$ cat src/rtl/dp_selftest_seq.sv
// Self-test sequencer for the single-cycle RV64I datapath: replays a stored program
// segment by segment and checks PC and register writeback against expected values.
module dp_selftest_seq #(
  parameter int unsigned  XLEN  = 64,
  parameter int unsigned  DEPTH = 16,
  parameter logic [31:0]  NOP   = 32'h00000013,
  localparam int unsigned IW    = $clog2(DEPTH),
  localparam int unsigned CW    = $clog2(DEPTH + 1)
) (
  input  logic            clk,
  input  logic            rst,
  input  logic            load_valid,
  output logic            load_ready,
  input  logic [31:0]     load_instr,
  input  logic            load_seg,
  input  logic            load_chk,
  input  logic [4:0]      load_rd,
  input  logic [XLEN-1:0] load_exp,
  input  logic            clear,
  input  logic            start,
  output logic [31:0]     instruction,
  output logic            dp_rst,
  input  logic [XLEN-1:0] pc_in,
  input  logic            wb_en,
  input  logic [4:0]      wb_rd,
  input  logic [XLEN-1:0] wb_data,
  output logic            busy,
  output logic            done,
  output logic            pass,
  output logic [CW-1:0]   fail_count,
  output logic [IW-1:0]   fail_idx
);

  typedef enum logic [1:0] {StIdle, StRst, StIssue, StDone} state_e;

  state_e            state_q, state_d;
  logic [CW-1:0]     wr_cnt_q, wr_cnt_d;
  logic [IW-1:0]     idx_q, idx_d;
  logic [XLEN-1:0]   pc_ref_q, pc_ref_d;
  logic [CW-1:0]     fail_count_q, fail_count_d;
  logic [IW-1:0]     fail_idx_q, fail_idx_d;

  logic [31:0]       instr_mem [DEPTH];
  logic              seg_mem   [DEPTH];
  logic              chk_mem   [DEPTH];
  logic [4:0]        rd_mem    [DEPTH];
  logic [XLEN-1:0]   exp_mem   [DEPTH];

  logic              load_we;
  logic              last_entry;
  logic              fail_e;
  logic [IW-1:0]     idx_nxt;

  assign load_ready = (state_q == StIdle) && (wr_cnt_q < CW'(DEPTH));
  assign load_we    = load_valid && load_ready;
  assign idx_nxt    = idx_q + 1'b1;
  assign last_entry = (CW'(idx_q) == wr_cnt_q - 1'b1);

  assign fail_e = (pc_in != pc_ref_q) ||
                  (chk_mem[idx_q] && (!wb_en || (wb_rd != rd_mem[idx_q]) ||
                                      (wb_data != exp_mem[idx_q])));

  assign dp_rst      = rst || (state_q == StRst);
  assign busy        = (state_q == StRst) || (state_q == StIssue);
  assign done        = (state_q == StDone);
  assign pass        = done && (fail_count_q == '0);
  assign fail_count  = fail_count_q;
  assign fail_idx    = fail_idx_q;
  assign instruction = (state_q == StIssue) ? instr_mem[idx_q] : NOP;

  always_comb begin
    state_d      = state_q;
    wr_cnt_d     = wr_cnt_q;
    idx_d        = idx_q;
    pc_ref_d     = pc_ref_q;
    fail_count_d = fail_count_q;
    fail_idx_d   = fail_idx_q;
    if (load_we) begin
      wr_cnt_d = wr_cnt_q + 1'b1;
    end
    unique case (state_q)
      StIdle, StDone: begin
        if (clear) begin
          wr_cnt_d     = '0;
          fail_count_d = '0;
          state_d      = StIdle;
        end else if (start) begin
          fail_count_d = '0;
          // A load accepted alongside start is part of this run.
          if (wr_cnt_d == '0) begin
            state_d = StDone;
          end else begin
            idx_d      = '0;
            fail_idx_d = '0;
            state_d    = StRst;
          end
        end
      end
      StRst: begin
        pc_ref_d = '0;
        state_d  = StIssue;
      end
      StIssue: begin
        if (fail_e) begin
          fail_count_d = fail_count_q + 1'b1;
          if (fail_count_q == '0) begin
            fail_idx_d = idx_q;
          end
        end
        pc_ref_d = pc_ref_q + XLEN'(4);
        if (last_entry) begin
          state_d = StDone;
        end else begin
          idx_d   = idx_nxt;
          state_d = seg_mem[idx_nxt] ? StRst : StIssue;
        end
      end
      default: state_d = StIdle;
    endcase
  end

  always_ff @(posedge clk or posedge rst) begin
    if (rst) begin
      state_q      <= StIdle;
      wr_cnt_q     <= '0;
      idx_q        <= '0;
      pc_ref_q     <= '0;
      fail_count_q <= '0;
      fail_idx_q   <= '0;
    end else begin
      state_q      <= state_d;
      wr_cnt_q     <= wr_cnt_d;
      idx_q        <= idx_d;
      pc_ref_q     <= pc_ref_d;
      fail_count_q <= fail_count_d;
      fail_idx_q   <= fail_idx_d;
    end
  end

  // Program storage is deliberately left unreset.
  always_ff @(posedge clk) begin
    if (load_we) begin
      instr_mem[wr_cnt_q[IW-1:0]] <= load_instr;
      seg_mem[wr_cnt_q[IW-1:0]]   <= load_seg;
      chk_mem[wr_cnt_q[IW-1:0]]   <= load_chk;
      rd_mem[wr_cnt_q[IW-1:0]]    <= load_rd;
      exp_mem[wr_cnt_q[IW-1:0]]   <= load_exp;
    end
  end

endmodule

$ cat config.mk
export PLATFORM = sky130hd
export DESIGN_NAME = dp_selftest_seq
export DESIGN_NICKNAME = d
export VERILOG_FILES = /design/src/rtl/dp_selftest_seq.sv
export SDC_FILE = /design/constraint.sdc
export NUM_CORES = 2
export LEC_CHECK = 0
export CAP_MARGIN = 25
export CORE_ASPECT_RATIO = 0.5
export CORE_MARGIN = 5
export CORE_UTILIZATION = 55
export CTS_CLUSTER_DIAMETER = 120
export DETAILED_ROUTE_END_ITERATION = 8
export PLACE_DENSITY = 0.73
export REMOVE_ABC_BUFFERS = 1
export SYNTH_ARGS = -nofsm -noshare
export SYNTH_HDL_FRONTEND = slang
export SYNTH_SLANG_ARGS = --single-unit
$ cat constraint.sdc
create_clock -name clk -period 23.3 [get_ports clk]
set_clock_uncertainty 0.2 [all_clocks]
set_input_delay 6.99 -clock clk [delete_from_list [all_inputs] [get_ports clk]]
set_output_delay 6.99 -clock clk [all_outputs]
set_load 0.05 [all_outputs]
==> reports/results.ini <==
[min_path]
hold_start=fail_idx[1]
holdCritPathClass=flop to flop
min_to=fail_idx[1]
holdPathStages=1

[routing]
ant_nets=0
wl_per_cell_um=29.7
drt_iter0_drc=3790
dr.pass1.iters=6
totalWireLength_mm=166
vias=35329
drc=0
vias_per_cell=6.31

[critical_path]
path_class=input port to primary output
worstReg2RegEnd=fail_count[0]
rr_worst_depth=13
r2r_slack_ns=16.33
critPathArrivalTime_ns=8.42
path_common_cell=clkdlybuf4s50_1
crit_chain=clkdlybuf4s50_1, or2_2, clkdlybuf4s50_1
start_kind=input port
crit_path_end_kind=primary output
r2r-start=idx_q[0]
crit_path_top_delay_cell=clkdlybuf4s50_1
slowest_delay_ns=0.70
worst_ep_required_time_ns=16.11
crit_start=rst
cp_max_fo=2

[die]
die_height_um=261
die_w_um=513
fp-row-count=92
core_area_sq_um=126000
die_area_sq_um=134000
pin_count=288
initial_core_util_pct=55.3

[pwr]
power_density_nw_per_um2=93.9
p_leak_nw=24.7
internal_power_mw=5.44
ir_drop_mv=0.0692
switching_share_pct=26.6
seq_power_share_pct=48.1
power_mw=7.41
comb_power_share_pct=19.4
power.switching_mw=1.97
p_clk_share_pct=32.5

[yosys]
ys_seq_area_share_pct=74.2
synth.distinct_cells=80
synthTopCellsByArea=edfxtp_1 71%, mux4_2 12%, dfrtp_1 3.0%, mux2i_1 2.5%, xor2_1 1.6%
synthAdderAreaFrac_pct=0.234
synth_common_cells=1,648 x edfxtp_1, 371 x mux4_2, 173 x mux2i_1, 127 x xor2_1, 117 x nor2_1
synth_edf_count=1648
synth.top_cell.area_share_pct=71.2
synth-simple-area-share_pct=3.57
synth_seq_cells=1730
synth_most_common_cell=edfxtp_1
synth_xor_area_share_pct=2.67
synth_compound_area_share_pct=2.30
synth_largest_area_cell=edfxtp_1
avgSynthCellArea_sq_um=20.2
synth_top_family_by_area=multiplexers
synth_warnings=0
syn_inst=3439
synthesis.area_sq_um=69500
muxShareOfSynthArea_pct=15.4
synth-main-ff-cell=edfxtp_1
synth_async_sr_flop_share_pct=4.74

[finish]
layout-drive-gt1-share_pct=18.1
synthToLayoutAreaGrowth_pct=13.5
final_nets=4035
n_fill_cell=8440

[clock_tree]
clock_sinks=1730
clockRootBuffer=clkbuf_16
cts_tree=yes
cts_resized=0
cts_buffers=149
path_clk_slew_ns=0.07
cts_buffer_depth=3
post-cts-setup-buffers=0
htreeDepth=4
holdBufCountCts=0
clk_latency_ns=0.77

[global_routing]
busiest_layer=met2
antenna_found_initial=14
use_met1_pct=34.8
track_usage_pct=24.8
grt_pass1_wl_mm=242
grt_max_degree=123
grt_pass1_vias=35600
grt.met3_usage_pct=4.28
use_met2_pct=41.1
overflow=0

[timing]
worstMarginPinSlew_ns=1.14
grt_setup_unrepaired=no
max_freq_mhz=64.1
hold_violations=0
period_minus_slack_ns=15.61
max_slew_margin_pct=23.9
final_max_slew_viol_count=0
holdWs_ns=0.296
min_period_over_period_pct=67.0
setup_tns_ns=0
setup_violations=0

[placed_design]
place.port_buffers=287
gp_congestion=0.835
dp_hpwl_mm=89.0

[run_status]
outcome=finished, final reports clean

[job]
cap_violations=0

-- layer usage --
metal	vias to the layer above	share of wire [%]
met5	-	0.017
met4	6	2.1
met3	232	8.6
met2	1731	50
met1	18602	40
li1	14758	-
-- cell type report --
class | count | area [sq um] | share of cell area, %
Sequential cell | 1730 | 51600 | 65.4
Multi-Input combinational cell | 1519 | 16900 | 21.4
Clock buffer | 186 | 3980 | 5.05
Timing Repair Buffer | 353 | 3550 | 4.51
Tap cell | 1692 | 2120 | 2.68
Clock inverter | 79 | 664 | 0.842
Inverter | 27 | 108 | 0.136
Antenna cell | 9 | 22.5 | 0.0285
-- cell families (layout without fill, tap and decap cells) --
kind of cell             Yosys count  after routing
multiplexers                     578            578
AO/OA/AOI/OAI                    227            227
flip-flops                      1730           1730
buffers and inverters            190            645
XOR/XNOR                         212            212
adder cells (fa/ha/maj)           13             13
other                              0              9
AND/OR/NAND/NOR                  489            489
-- worst max-delay path, delay by kind of cell --
family / cells / cell delay [ns]
buffers and inverters: 2 / 1.14
and+or+nand+nor: 1 / 0.28
-- placed cells by master (no fill, tap or decap), types with 31 or more instances in the layout --
cell             Yosys  layout
a21oi_1             35      35
nand3_1             57      57
clkbuf_16            0     154
mux2i_1            173     173
xnor2_1             85      85
o21ai_0             40      40
edfxtp_1          1648    1648
buf_4               27      49
clkdlybuf4s50_1      0     287
clkbuf_1            42      31
and2_1              33      33
nand2_1             99      99
xor2_1             127     127
dfrtp_1             82      78
nor4_1              32      32
mux4_2             371     371
nor2_1             117     105
-- through the flow --
stage / instance area [sq um] / util [%] / std cells / setup slack, ns
final: 78900 / 62.8 / 5595 / 7.69
after detailed placement: 74200 / 59.0 / 5319 / 7.69
after global placement: 74200 / 59.0 / 5317 / 7.66
after floorplan: 68400 / - / 3276 / 1.88
after global routing: 78900 / 62.8 / 5593 / 7.66
after CTS: 78800 / 62.7 / 5584 / 7.68
-- sequential cells by signal, summed over array words and instances, names as in the netlist --
| name | cells |
|---|---|
| fail_idx | 4 |
| chk_mem | 16 |
| idx_q | 4 |
| pc_ref_q | 62 |
| wr_cnt_q | 5 |
| exp_mem | 1024 |
| rd_mem | 80 |
| fail_count | 5 |
| instr_mem | 512 |
| state_q | 2 |
| seg_mem | 16 |
-- worst max-delay path by stage --
stage	end	cells past startpoint
finish	dp_rst	3
global route	dp_rst	3
detailed placement	dp_rst	3
global placement	dp_rst	3
CTS	dp_rst	3
floorplan	instruction[10]	3
-- power groups by stage --
stage | Sequential [mW] | Combinational, mW | Clock (mW)
4_1_cts | 3.56 | 1.45 | 2.44
3_3_place_gp | 3.62 | 1.43 | 0
5_1_grt | 3.57 | 1.53 | 2.58
6_report | 3.56 | 1.44 | 2.41
2_1_floorplan | 3.76 | 1.18 | 0
3_5_place_dp | 3.63 | 1.44 | 0
No activity file was read; power rests on OpenSTA's default activity.
